**src/rtl/hit_event_logger.sv**
```systemverilog
// hit_event_logger: timestamps single-cycle hit pulses into a small FIFO,
// keeps a saturating hit counter and a sticky overflow flag.
//
// Handshake: the head entry is offered with ev_valid=1 and ev_ts; it is
// consumed on every rising clk edge where ev_valid=1 and ev_ready=1. While
// ev_valid=1 and ev_ready=0, ev_valid and ev_ts hold their values.
//
// All outputs come straight from registers. ev_ts is a registered copy of
// the next head entry. When the FIFO is empty, or is drained to empty in the
// same cycle as a push, that next head is the pushed value, so it bypasses
// the storage array.
module hit_event_logger #(
    parameter int TSW   = 16,
    parameter int DEPTH = 4,
    parameter int CNTW  = 8
) (
    input  logic                     clk,
    input  logic                     rst_n,
    input  logic                     hit,
    input  logic                     clr,
    output logic                     ev_valid,
    input  logic                     ev_ready,
    output logic [TSW-1:0]           ev_ts,
    output logic [CNTW-1:0]          hit_cnt,
    output logic                     ovf,
    output logic [$clog2(DEPTH):0]   level
);

    localparam int AW = $clog2(DEPTH);
    localparam int LW = AW + 1;

    localparam logic [LW-1:0]   LEVEL_FULL = LW'(DEPTH);
    localparam logic [CNTW-1:0] CNT_MAX    = {CNTW{1'b1}};

    logic [TSW-1:0] ts;
    logic [AW-1:0]  wr_ptr;
    logic [AW-1:0]  rd_ptr;
    logic [TSW-1:0] mem [DEPTH];

    // Low for the first edge after reset, so that a hit on that edge is ignored.
    logic armed;

    logic            pop;
    logic            full;
    logic            hit_acc;
    logic            push;
    logic            drop;
    logic [LW-1:0]   level_nxt;
    logic [AW-1:0]   rd_ptr_nxt;
    logic [AW-1:0]   wr_ptr_nxt;
    logic [TSW-1:0]  head_nxt;
    logic [CNTW-1:0] cnt_nxt;
    logic            ovf_nxt;

    // Decide push/pop/drop for this cycle and form the next values of the
    // registered outputs.
    always_comb begin
        pop        = 1'b0;
        full       = 1'b0;
        hit_acc    = 1'b0;
        push       = 1'b0;
        drop       = 1'b0;
        level_nxt  = level;
        rd_ptr_nxt = rd_ptr;
        wr_ptr_nxt = wr_ptr;
        head_nxt   = '0;
        cnt_nxt    = hit_cnt;
        ovf_nxt    = ovf;

        pop     = ev_valid & ev_ready;
        full    = (level == LEVEL_FULL);
        hit_acc = hit & armed;
        // A full FIFO still accepts a push if the head leaves in the same cycle.
        push    = hit_acc & (~full | pop);
        drop    = hit_acc & full & ~pop;

        level_nxt  = level + {{AW{1'b0}}, push} - {{AW{1'b0}}, pop};
        rd_ptr_nxt = pop  ? rd_ptr + AW'(1) : rd_ptr;
        wr_ptr_nxt = push ? wr_ptr + AW'(1) : wr_ptr;

        // The slot under the next read pointer is being written only when
        // the FIFO ends up holding just the new entry.
        if (push && (wr_ptr == rd_ptr_nxt)) begin
            head_nxt = ts;
        end else begin
            head_nxt = mem[rd_ptr_nxt];
        end

        // Clear restarts the count, and this cycle's hit still counts.
        if (clr) begin
            cnt_nxt = hit_acc ? CNTW'(1) : '0;
        end else if (hit_acc && (hit_cnt != CNT_MAX)) begin
            cnt_nxt = hit_cnt + CNTW'(1);
        end

        // A drop wins over a clear in the same cycle.
        if (drop) begin
            ovf_nxt = 1'b1;
        end else if (clr) begin
            ovf_nxt = 1'b0;
        end
    end

    // Timestamp, pointers, occupancy, flags and registered head output.
    always_ff @(posedge clk or negedge rst_n) begin
        if (!rst_n) begin
            ts       <= '0;
            armed    <= 1'b0;
            wr_ptr   <= '0;
            rd_ptr   <= '0;
            level    <= '0;
            ev_valid <= 1'b0;
            ev_ts    <= '0;
            hit_cnt  <= '0;
            ovf      <= 1'b0;
        end else begin
            ts       <= ts + TSW'(1);
            armed    <= 1'b1;
            wr_ptr   <= wr_ptr_nxt;
            rd_ptr   <= rd_ptr_nxt;
            level    <= level_nxt;
            ev_valid <= (level_nxt != '0);
            ev_ts    <= head_nxt;
            hit_cnt  <= cnt_nxt;
            ovf      <= ovf_nxt;
        end
    end

    // Event storage. Contents are only meaningful between the pointers, so
    // the array is not reset.
    always_ff @(posedge clk) begin
        if (push) begin
            mem[wr_ptr] <= ts;
        end
    end

endmodule

```
**config.mk**
```make
export PLATFORM = sky130hd
export DESIGN_NAME = hit_event_logger
export DESIGN_NICKNAME = d
export VERILOG_FILES = /design/src/rtl/hit_event_logger.sv
export SDC_FILE = /design/constraint.sdc
export NUM_CORES = 1
export LEC_CHECK = 0
export ABC_AREA = 1
export CORE_MARGIN = 5
export CORE_UTILIZATION = 51
export DETAILED_ROUTE_END_ITERATION = 8
export PLACE_DENSITY = 0.7
export SLEW_MARGIN = 20
export SYNTH_ARGS = -nofsm -noshare
export SYNTH_HDL_FRONTEND = slang
export SYNTH_SLANG_ARGS = --single-unit
```
**constraint.sdc**
```tcl
create_clock -name clk -period 2.4 [get_ports clk]
set_input_delay 0.48 -clock clk [delete_from_list [all_inputs] [get_ports clk]]
set_output_delay 0.48 -clock clk [all_outputs]
set_load 0.01 [all_outputs]
```
# Yosys cells after proc, flatten, opt, wreduce, memory -nomap -nowiden
# Memories as Yosys holds them, arrays and structs flattened. A register that Yosys moved wholly into a read port is not among the register bits.
# Index checks and enable logic that the tools add are counted.
[totals] regBits=34 mem_bits_rw=64 output_inout_bits=29 wordCells=38 memories=1
[memory_table] memory="mem" words=4 word_bits=16 rd=1 rd_ports_with_merged_regs=1 wr=1 line_no="38" rtl="logic [TSW-1:0] mem [DEPTH];"
[classes] addsub=6 eq_ne=2 muxes=8 n_bitwise=8 n_reduce_logical=5
[ops] op="adder 16 x 1 -> 16 bit (second input constant)" n=1
[ops] op="2-to-1 mux 8 bit" n=2
[ops] op="adder 8 x 1 -> 8 bit (second input constant)" n=1
[ops] op="inequality test 8 bit (second input constant)" n=1
[ops] op="AND 1 bit" n=5
[ops] op="2-to-1 mux 1 bit" n=5
[ops] op="adder 2 x 1 -> 2 bit (second input constant)" n=2
[ops] op="nonzero test 2 bit" n=2
[ops] op="adder 3 x 1 -> 3 bit" n=1
[ops] op="== test 3 bit (second input constant)" n=1
[ops] op="nonzero test 3 bit" n=1
[ops] op="subtractor 3 x 1 -> 3 bit" n=1
[ops] op="2-to-1 mux 2 bit" n=1
[ops] op="NOT 1 bit" n=2
[ops] op="logical AND 1 bit" n=1
[ops] op="zero test 1 bit" n=1
[ops] op="bitwise OR 1 bit" n=1

# Longest topological paths before layout
[logic_depth] depth_word=7 ltp_mapped=11

# Least setup slack after synthesis
# Ideal clock, no wire load.
[synth_path] path_type="input port to flip-flop" start="input ev_ready" end="register ev_valid" arrival_ns=2.001 t_required_ns=2.335 path_slack_ns=0.334 path_stages=11 path_cell_list="nand2_1 > nand3_1 > nand2_2 > ha_1 > inv_1 > ha_1 > fa_1 > inv_1 > xor2_1 > inv_1 > nand2_1"
[synth_between] elab_chain_len=6
[synth_lines] element="from (decl)" line_no="22" rtl="input logic ev_ready,"
[synth_lines] element="AND 1 bit *" line_no="70" rtl="pop = ev_valid & ev_ready;"
[synth_lines] element="bitwise OR 1 bit" line_no="74" rtl="push = hit_acc & (~full | pop);"
[synth_lines] element="AND 1 bit" line_no="74"
[synth_lines] element="adder 3 x 1 -> 3 bit" line_no="77" rtl="level_nxt = level + {{AW{1'b0}}, push} - {{AW{1'b0}}, pop};"
[synth_lines] element="subtractor 3 x 1 -> 3 bit *" line_no="77"
[synth_lines] element="net level_nxt[2]" line_no="48" rtl="logic [LW-1:0] level_nxt;"
[synth_lines] element="nonzero test 3 bit *" line_no="122" rtl="ev_valid <= (level_nxt != '0);"
[synth_lines] element="to (signal assigned)" line_no="122"
[synth_lines] element="to (decl)" line_no="21" rtl="output logic ev_valid,"
# The timed path passes the listed nets; every way through them passes the cells marked *.
# A chain may end at the register's enable or synchronous reset.

# Worst setup path after layout
[layout_path] start="register hit_cnt[5]" end="output hit_cnt[5]"
[layout_lines] element="from (decl)" line_no="24" rtl="output logic [CNTW-1:0] hit_cnt,"
[layout_lines] element="from (signal assigned)" line_no="124" rtl="hit_cnt <= cnt_nxt;"
# No word-level cell between the ends.

==> metrics.md <==
| Metric | Value |
|---|---|
| Outcome | `complete, no violations` |
| Setup CP Type | `register to primary output` |
| Max cap viols | `0` |
| Post-DP HPWL | `6680 um` |
| Sink Count | `between 100 and 150` |
| First-pass GRT wire length | `18100 um` |
| CP max stage delay | `just under 0.6 ns` |
| Initial drt markers | `204` |
| Worst EP required | `1.92 ns` |
| Final count of negative-setup-slack endpoints | `0` |
| Post-Layout Cell Count | `701` |
| Startpoint types | `register` |
| Remaining antenna violation count | `0` |
| Critical-path cell list | `clkdlybuf4s50_1` |
| Post-CTS Setup Repair Bufs | `0` |
| Initial core utilization | `52.2%` |
| RSZ-0062 raised after global routing | `false` |
| Nets | `569` |
| Antenna diode count | `0` |
| Busiest grt layer | `met2` |
| Pleak | `2.85 nW` |
| Via density | `5.21` |
| CTS tree | `built` |
| Die extent in y | `between 100 and 150 um` |
| CTS buffer count | `17` |
| VDD IR max | `623 uV` |
| 1st-pass router iterations | `5` |
| Root Buffer | `clkbuf_8` |
| Highest Clock Rate | `about 490 MHz` |
| M1 GR Usage | `between 20% and 30%` |
| Met3 Use GR | `5.01%` |
| Worst path slowest cell | `clkdlybuf4s50_1` |
| Avg Cell Area, Syn | `10.3 um2` |
| Total Neg Setup Slack | `0 ns` |
| Largest delay share family, worst path | `buffers and inverters` |
| PD cells | `1110 nW/um2` |
| Boundary Pins | `34` |
| Max-slew violations | `0` |
| Layout area overhead | `22.9%` |
| Latest clock arrival within the worst-skew pair | `a little over 0.5 ns` |
| Post-Route WL | `between 10000 and 15000 um` |
| H-tree depth | `4` |
| Die width | `110 um` |
| Fill count | `approximately 780` |
| Crit end category | `primary output` |
| Num rows | `36` |
| GRT Overall Usage | `about 20%` |
| Post-synthesis instance total | `497` |
| Final Cycle Share | `84.5%` |
| Flops & latches, synth | `114` |
| Post-Syn Area | `5100 um2` |
| Routed len/inst | `15.4 um` |
| Worst hold path type | `primary input to asynchronous set/reset pin` |
| Worst EP arrival | `1.55 ns` |
| Initial antenna violation count | `0` |
| Largest net degree at the start of global routing | `a little over 50` |
| Global route overflow | `0` |
| Via count of the first global-routing pass | `3561` |
| Number of buffers added on ports | `33` |
| Drt drc | `0` |
| Commonest non-fill, non-tap cell in the layout | `nand2_1` |
| Routed via count | `about 3700` |
| RePlAce Congestion | `0.845` |
| Final Hold Viols | `0` |
| Mapped Nets | `511` |
| WP buf/inv | `1` |
| Clk_skew | `approximately 0.0046 ns` |
| Worst-path clk slew | `0.06 ns` |
| Register area share after synthesis | `62.2%` |
| Max Root-Sink Buffers | `2` |
| Count of cell types in the netlist | `27` |
| Tmin final | `approximately 2.0 ns` |
| Crit-path max FO | `7` |
| Core area | `around 9800 um2` |
| Yosys warns | `0` |
| Share of cells above drive strength 1 | `a little over a tenth` |
| Placed cells | `668` |
| Grt met2 use | `32.7%` |
| Commonest cells after routing, fill and taps aside | `nand2_1, inv_1, nand3_1, edfxtp_1, dfrtp_1` |
| Die footprint | `12100 um2` |
## flip-flops by register name, indices dropped and copies added, names as in the netlist
name and count:
mem 64, level 3, armed 1, ev_valid 1, hit_cnt 8, wr_ptr 2, ovf 1, ev_ts 16
rd_ptr 2, ts 16
## final timing paths
path / start / to / slack [ns] / cells after the start
setup / recovery: hit_cnt[5] / hit_cnt[5] / 0.37 / 1
hold / removal: rst_n / ev_ts[4] / 0.49 / 3
setup reg to reg: ev_valid / ev_valid / 0.49 / 11
max in group asynchronous: rst_n / ev_valid / 1.67 / 3
min in group clk: ovf / ovf / 0.51 / 2
hold reg to reg: ovf / ovf / 0.51 / 2
## cell families after synthesis
| group | count (synthesis) | synth area share, % |
|---|---|---|
| simple gates | 266 | 25.0 |
| flops | 114 | 62.2 |
| buf+inv | 82 | 6.58 |
| xor+xnor | 17 | 2.92 |
| fa+ha+maj | 9 | 2.36 |
| compound gates | 8 | 0.883 |
| other cells | 1 | 0.0735 |
## layout make-up
class | count | area (um2) | share of cell area, %
Clock inverter | 14 | 139 | 2.22
Inverter | 68 | 255 | 4.07
Timing Repair Buffer | 53 | 515 | 8.23
Sequential cell | 114 | 3170 | 50.6
Multi-Input combinational cell | 301 | 1590 | 25.4
Tap cell | 133 | 166 | 2.66
Clock buffer | 18 | 428 | 6.83
## routing by layer
metal | vias up | part of all wire [%]
li1 | 1739 | -
met1 | 1760 | 42
met2 | 130 | 49
met3 | 21 | 7.1
met4 | 0 | 1.8
met5 | - | 0
## metrics by stage
step | setup WS [ns] | utilization (%) | cell area [um2] | hold WS, ns | power [mW]
final | 0.372 | 64.1 | 6270 | 0.489 | 6.93
after global routing | 0.275 | 64.1 | 6270 | 0.535 | 7.36
after CTS | 0.358 | 64.1 | 6270 | 0.487 | 6.99
after detailed placement | -0.104 | 58.2 | 5690 | 0.494 | 4.60
after global placement | -0.0287 | 58.2 | 5690 | 0.488 | 4.53
after floorplan | 0.334 | - | 5100 | 0.184 | 3.79
## what timing repair did
item / CTS / global route
hold buffers: 1 / 0
gates resized for setup: 0 / 0
hold endpoints to repair: 50 / 0
endpoints found under the setup margin: 0 / 0
## cells in the mapped netlist
library cell	number	area, um2
a21oi_1	1	5.00
and2_1	1	6.26
buf_2	7	35.0
buf_4	3	22.5
buf_6	1	11.3
clkbuf_1	3	11.3
conb_1	1	3.75
dfrtp_1	50	1250
edfxtp_1	64	1920
fa_1	1	20.0
ha_1	8	100
inv_1	68	255
nand2_1	127	477
nand2_2	6	37.5
nand2_4	2	22.5
nand3_1	64	320
nand3_2	1	10.0
nand3b_1	32	240
nand4_1	4	25.0
nor2_1	21	78.8
nor2_8	1	20.0
nor3_1	7	35.0
o21a_1	1	7.51
o21ai_0	5	25.0
o21bai_1	1	7.51
xnor2_1	3	26.3
xor2_1	14	123
## power by group
group          internal [mW]  switching, mW  total (mW)
Clock                   1.49          0.866        2.36
Combinational          0.817           1.29        2.11
Sequential              2.34          0.115        2.46
Total                   4.65           2.28        6.93
## worst min-delay path: stages
cell	delay [ns]
dlygate4sd3_1	0.52
buf_2	0.12
buf_12	0.26
Note: power is estimated with default switching activity, not from simulation.
